--- src/rtl/gcd_scheduler.sv ---
`timescale 1ns/1ps
// gcd_scheduler: round-robin arbiter and sequencer that shares one
// subtractive-GCD datapath between NREQ requesters.
//   clk, rst_n           clock, async active-low reset
//   req/opa/opb -> gnt   per-requester operand pairs, one-hot grant pulse
//   rsp_*                valid/ready result port (id, data, watchdog err)
//   busy                 high whenever the FSM is not IDLE
//   dp_data_in, ldA, ldB, sel, sel_in -> datapath controls
//   lt, gt, eq, dp_result <- datapath compare flags and A register
// Optional: define GCD_SCHED_WATCHDOG_EN to abort after MAX_ITER CMP cycles.
module gcd_scheduler #(
    parameter int NREQ     = 4,
    parameter int WIDTH    = 16,
    parameter int MAX_ITER = 65536
) (
    input  logic                    clk,
    input  logic                    rst_n,
    input  logic [NREQ-1:0]         req,
    input  logic [NREQ*WIDTH-1:0]   opa,
    input  logic [NREQ*WIDTH-1:0]   opb,
    output logic [NREQ-1:0]         gnt,
    output logic                    rsp_valid,
    input  logic                    rsp_ready,
    output logic [$clog2(NREQ)-1:0] rsp_id,
    output logic [WIDTH-1:0]        rsp_data,
    output logic                    rsp_err,
    output logic                    busy,
    output logic [WIDTH-1:0]        dp_data_in,
    output logic                    ldA,
    output logic                    ldB,
    output logic                    sel,
    output logic                    sel_in,
    input  logic                    lt,
    input  logic                    gt,
    input  logic                    eq,
    input  logic [WIDTH-1:0]        dp_result
);

    localparam int IDW = $clog2(NREQ);

    typedef enum logic [2:0] {
        IDLE,
        LOADA,
        LOADB,
        CMP,
        RESP
    } state_t;

    state_t           state;
    state_t           nstate;
    logic [IDW-1:0]   ptr;
    logic [IDW-1:0]   ptr_nx;
    logic [IDW-1:0]   pick;
    logic [IDW-1:0]   idx;
    logic             found;
    logic [WIDTH-1:0] a_q;
    logic [WIDTH-1:0] b_q;
    logic [WIDTH-1:0] a_sel;
    logic [WIDTH-1:0] b_sel;
    logic             op_zero;
    logic             wd_hit;
    int               j;

    // First asserted request at or after ptr, wrapping modulo NREQ.
    always_comb begin
        pick  = ptr;
        found = 1'b0;
        idx   = '0;
        j     = 0;
        for (int k = 0; k < NREQ; k++) begin
            j = int'(ptr) + k;
            if (j >= NREQ) j = j - NREQ;
            idx = IDW'(j);
            if (!found && req[idx]) begin
                found = 1'b1;
                pick  = idx;
            end
        end
    end

    always_comb begin
        a_sel = '0;
        b_sel = '0;
        for (int k = 0; k < NREQ; k++) begin
            if (pick == IDW'(k)) begin
                a_sel = opa[k*WIDTH +: WIDTH];
                b_sel = opb[k*WIDTH +: WIDTH];
            end
        end
    end

    assign op_zero = (a_q == '0) || (b_q == '0);
    assign ptr_nx  = (rsp_id == IDW'(NREQ - 1)) ? '0 : rsp_id + 1'b1;
    assign busy    = (state != IDLE);

    // A pending gnt pulse in IDLE marks the cycle right after capture;
    // the FSM launches from there so gnt itself can stay registered.
    always_comb begin
        nstate     = state;
        ldA        = 1'b0;
        ldB        = 1'b0;
        sel        = 1'b0;
        sel_in     = 1'b0;
        dp_data_in = '0;
        unique case (state)
            IDLE: begin
                if (|gnt) nstate = op_zero ? RESP : LOADA;
            end
            LOADA: begin
                dp_data_in = a_q;
                sel_in     = 1'b1;
                ldA        = 1'b1;
                nstate     = LOADB;
            end
            LOADB: begin
                dp_data_in = b_q;
                sel_in     = 1'b1;
                ldB        = 1'b1;
                nstate     = CMP;
            end
            CMP: begin
                if (eq) begin
                    nstate = RESP;
                end else if (wd_hit) begin
                    nstate = RESP;
                end else if (lt) begin
                    sel = 1'b1;
                    ldB = 1'b1;
                end else if (gt) begin
                    ldA = 1'b1;
                end
            end
            RESP: begin
                if (rsp_ready) nstate = IDLE;
            end
            default: nstate = IDLE;
        endcase
    end

    always_ff @(posedge clk or negedge rst_n) begin
        if (!rst_n) begin
            state     <= IDLE;
            ptr       <= '0;
            gnt       <= '0;
            a_q       <= '0;
            b_q       <= '0;
            rsp_id    <= '0;
            rsp_valid <= 1'b0;
            rsp_data  <= '0;
        end else begin
            state <= nstate;
            gnt   <= '0;
            unique case (state)
                IDLE: begin
                    if (|gnt) begin
                        if (op_zero) begin
                            rsp_valid <= 1'b1;
                            rsp_data  <= a_q | b_q;
                        end
                    end else if (found) begin
                        gnt[pick] <= 1'b1;
                        a_q       <= a_sel;
                        b_q       <= b_sel;
                        rsp_id    <= pick;
                    end
                end
                CMP: begin
                    if (eq) begin
                        rsp_valid <= 1'b1;
                        rsp_data  <= dp_result;
                    end else if (wd_hit) begin
                        rsp_valid <= 1'b1;
                        rsp_data  <= '0;
                    end
                end
                RESP: begin
                    if (rsp_ready) begin
                        rsp_valid <= 1'b0;
                        ptr       <= ptr_nx;
                    end
                end
                default: ;
            endcase
        end
    end

`ifdef GCD_SCHED_WATCHDOG_EN
    logic [WIDTH:0] iter;

    assign wd_hit = (iter == (WIDTH+1)'(MAX_ITER));

    always_ff @(posedge clk or negedge rst_n) begin
        if (!rst_n) begin
            iter    <= '0;
            rsp_err <= 1'b0;
        end else begin
            if (state == LOADB) iter <= '0;
            else if (state == CMP) iter <= iter + 1'b1;
            if (state == CMP && !eq && wd_hit) rsp_err <= 1'b1;
            else if (state == RESP && rsp_ready) rsp_err <= 1'b0;
        end
    end
`else
    logic unused_max_iter;

    assign wd_hit          = 1'b0;
    assign rsp_err         = 1'b0;
    assign unused_max_iter = (MAX_ITER != 0);
`endif

endmodule
--- config.mk ---
export PLATFORM = sky130hd
export DESIGN_NAME = gcd_scheduler
export DESIGN_NICKNAME = d
export VERILOG_FILES = /design/src/rtl/gcd_scheduler.sv
export SDC_FILE = /design/constraint.sdc
export NUM_CORES = 1
export LEC_CHECK = 0
export BUFFER_PORTS_ARGS = -buffer_cell sky130_fd_sc_hd__buf_2
export CORE_MARGIN = 5
export CORE_UTILIZATION = 45
export DETAILED_ROUTE_END_ITERATION = 10
export MAX_ROUTING_LAYER = met4
export PLACE_DENSITY = 0.8
export SKIP_LAST_GASP = 1
export SYNTH_ARGS = -nofsm -noshare
export SYNTH_HDL_FRONTEND = slang
export SYNTH_SLANG_ARGS = --single-unit
--- constraint.sdc ---
create_clock -name clk -period 2.7 [get_ports clk]
set_input_delay 0.405 -clock clk [delete_from_list [all_inputs] [get_ports clk]]
set_output_delay 0.405 -clock clk [all_outputs]
set_load 0.05 [all_outputs]
# [After elaboration in Yosys (flattened, before gate mapping)]
# Cells that the tools add are included.
[totals] register_bits=60 latchBits=0 ram_bits=0 rom_bits=0 in_bits=154 out_inout_bits=45 elab_cells=120 mem_count=0
[classes] add_sub_neg=8 mul=0 div_mod_pow=0 magnitude_cmp=10 eq_ne=12 shifts=0 muxes=58 bitwise_logic=2 n_reduce_logical=22
[op_table] operator="$mux 16" n=11
[op_table] operator="$pmux 16 s2" n=2
[op_table] operator="$logic_not 16->1" n=2
[op_table] operator="$mux 1" n=20
[op_table] operator="$mux 2" n=9
[op_table] operator="$or 16x16->16" n=1
[op_table] operator="$lt 2x3->1 const B" n=5
[op_table] operator="$pmux 3 s5" n=1
[op_table] operator="$mux 3" n=4
[op_table] operator="$mux 4" n=3
[op_table] operator="$ge 3x3->1 const B" n=3
[op_table] operator="$bmux 1 s2" n=4
[op_table] operator="$ne 2x2->1 const B" n=4
[op_table] operator="$sub 2x1->2 const B" n=4
[op_table] operator="$add 2x2->3 const B" n=2
[op_table] operator="$eq 2x2->1 const B" n=3
[op_table] operator="$eq 3x2->1 const B" n=2
[op_table] operator="$reduce_and 3->1" n=2
[op_table] operator="$reduce_bool 3->1" n=2
[op_table] operator="$reduce_and 5->1" n=1
[op_table] operator="$logic_and 1x1->1" n=4
[op_table] operator="$pmux 1 s2" n=2
[op_table] operator="$reduce_and 4->1" n=1
[op_table] operator="$reduce_or 4->1" n=1
[op_table] operator="other kinds (17)" n=19

# [Logic depth before layout (Yosys ltp)]
[depth] depth_word=21 depth_mapped=8 depth_no_buf=6

# [Worst setup path after synthesis]
# No wires, ideal clock.
[synth_path] path_type="register -> output" from="register state[2]" to="output port ldB" t_arrival_ps=2527 required_time_ps=2295 path_slack_ps=-232 path_stages_with_launch=6 path_buffers=2 path_cell_list="dfrtp_1 > clkbuf_1 > or2_2 > clkbuf_1 > nor3_1 > or2_2"
[synth_between] elab_chain_len=2 elab_cells_between_ends=3 cone_classes="2 x eq/ne; 1 x mux"
[synth_lines] element="start: declaration" line_no="49" text="state_t state;"
[synth_lines] element="start signal: assignment" line_no="151" text="state <= nstate;"
[synth_lines] element="$eq 3x2->1" line_no="105" text="unique case (state)"
[synth_lines] element="$pmux 1 s2 (*)" line_no="105"
[synth_lines] element="end: declaration" line_no="30" text="output logic ldB,"
# Every way passes the cells marked *; elsewhere a longest branch is shown, timed or not.

# [Worst setup path in the final report]
[layout_path] from="register state[2]" to="output port ldA"
[layout_between] elab_chain_len=2 elab_cells_between_ends=3 cone_classes="2 x eq/ne; 1 x mux"
[layout_lines] element="$eq 3x2->1 or $eq 3x1->1 (tied branches)" line_no="105"
[layout_lines] element="$pmux 1 s2 (*)" line_no="105"
[layout_lines] element="end: declaration" line_no="29" text="output logic ldA,"
# Marks and branches as above.

==> metrics <==
final worst-path cycle share 0.853; fin crit period roughly 2300 ps; Post-CTS Hold Fix Bufs 0; Ports ~200; Final Setup Violations 0; skew final 13.4 ps; dpl hpwl 9720 um; count leader, synth dfrtp_1; hold_ws approximately 56 ps; Max Used Layer met4; Met1 Wirelength 5200 um; vias in the first global route ~3900; Routed Wire Length 12300 um; clock-pin slew on the worst setup and hold paths ~80 ps; routed wl met2 around 5900 um; Setup Slack @ Placement 395 ps; GPL Wtd Cong slightly below 0.9; Met3 Wirelength between 800 and 900 um; vias post-DR a little under 4000; Filler cells between 700 and 800; RSZ-0062 raised after global routing false; die area around 0.010 mm^2; max_cap viols 0; number of synthesized register bits 60; FMAX 0.434 GHz; Pleak 2.55 nW; Worst VDD drop 0.532 mV; Resize count post-CTS 0; Worst EP required approximately 2300 ps; initial antenna violation count 0; power density over cell area 1340 mW/mm^2; clk buf depth 2; Vias/cell 5.66; H-Tree Level Count 3; port bufs 197; 1st-iter DRT viols 210; root buffer cell clkbuf_8; Max FO, Critical Path 18; DRC 0; critical path class reg -> out; Main synth FF type dfrtp_1; Mapped Area approximately 0.0037 mm^2; core area 0.00809 mm^2; Critical Path Source Type register; status completed; endpoints failing hold 0; Slew Viols, Final 0; non-filler cells, final 681; Num CTS Buffers 9; nets@finish about 730; diode count 0; CTS tree done; top post-synthesis cells by count 60 x dfrtp_1, 55 x nand2_1, 52 x mux2i_1; cell taking the most area after synthesis dfrtp_1; largest net degree at the start of global routing 34; total global-route track usage 0.247; CP arrival 1900 ps; Congestion Overflow GR 0; ys async rst share 1.00; worst setup slack after layout 398 ps; Initial Utilization 0.456; Area growth syn-to-layout 34.9%; Cell variety after synth 43; First-pass DRT Iterations 5; Ys Warns 0; Worst Hold Class in -> async; slew of the pin with the lowest slew margin 836 ps; Clock Latency Late Sink between 300 and 400 ps; Mapped Cells around 380; overall power around 6.7 mW; register area share after synthesis 0.407; Cells after DPL around 670; syn_nets 534; synthesized area per cell 9.73 um^2; post-CTS setup buffer count 0; num rows 33; Final TNS setup 0 ps; Post-synth EDFFs 0; WL/cell 18.0 um; share of the synthesized area in the top cell type 0.407; Die H 101 um; Synth area leaders dfrtp_1 41%, mux2i_1 14%, nand2_1 5.6%; share of cells above drive strength 1 0.432; max_slew headroom 0.441; first-pass GRT wire length 19200 um; Antenna Nets Post-Route 0; clk sink count 60; Critical Path End Type output pin; Die W 101 um
-- layout by cell type, fill, tap and decap left out, drive strengths merged, types with 7 or more instances in the layout --
master / netlist / final
clkbuf: 14 / 11
o221ai: 32 / 32
buf: 14 / 209
dfrtp: 60 / 60
nand2: 55 / 55
a22o: 17 / 17
nor2: 10 / 10
a21o: 7 / 7
or3: 16 / 16
o21ai: 40 / 40
mux2i: 52 / 52
nor4: 10 / 10
-- worst max-delay path: stages, from the launching register on --
cell and delay [ps]:
dfrtp_1 500, or2_2 480, nor2_1 170, a31o_2 160
buf_2 250
-- registers in the layout, indices dropped and copies added (netlist names) --
register   flops
gnt            4
a_q           16
rsp_data      16
b_q           16
rsp_valid      1
rsp_id         2
state          3
ptr            2
-- area by class of cell --
type                            instances  area, um^2  area share
Multi-Input combinational cell        287        2040       0.410
Timing Repair Buffer                  209        1090       0.219
Clock buffer                           11         151      0.0304
Clock inverter                          5        50.0      0.0101
Inverter                                4        15.0     0.00302
Tap cell                              105         131      0.0264
Sequential cell                        60        1500       0.302
-- power breakdown --
| group | internal, mW | switching (mW) |
|---|---|---|
| clock network | 0.470 | 0.349 |
| registers | 1.34 | 0.457 |
| logic | 1.38 | 2.70 |
-- cells by family after synthesis --
kind of cell / after synthesis / synth area share
compound gates: 117 / 0.244
fa+ha+maj: 1 / 0.00339
buf+inv: 32 / 0.0461
flops: 60 / 0.407
mux: 53 / 0.144
other cells: 1 / 0.00102
simple gates: 115 / 0.155
-- routing by layer --
metal / vias to the layer above / GRT usage
li1: 1825 / -
met5: - / -
met4: 0 / 0.0943
met3: 25 / 0.0353
met2: 190 / 0.390
met1: 1817 / 0.322
-- stage by stage --
| stage | area, um^2 | util |
|---|---|---|
| 2_1_floorplan | 3690 | - |
| 3_3_place_gp | 4770 | 0.590 |
| 3_5_place_dp | 4770 | 0.590 |
| 4_1_cts | 4980 | 0.615 |
| 5_1_grt | 4980 | 0.615 |
| 6_report | 4980 | 0.615 |
-- path summary, 6_finish.rpt --
path                       cells past startpoint   startpoint  slack, ps          end
max                                            4     state[2]        400          ldA
min                                            1        rst_n         60       gnt[1]
max reg2reg                                    6     state[2]        480      b_q[15]
min reg2reg                                    2  rsp_data[4]        480  rsp_data[4]
max in group asynchronous                      2        rst_n       1950      b_q[13]
min in group clk                               2    rsp_ready        310    rsp_valid
No activity file was read; power rests on OpenSTA's default activity.
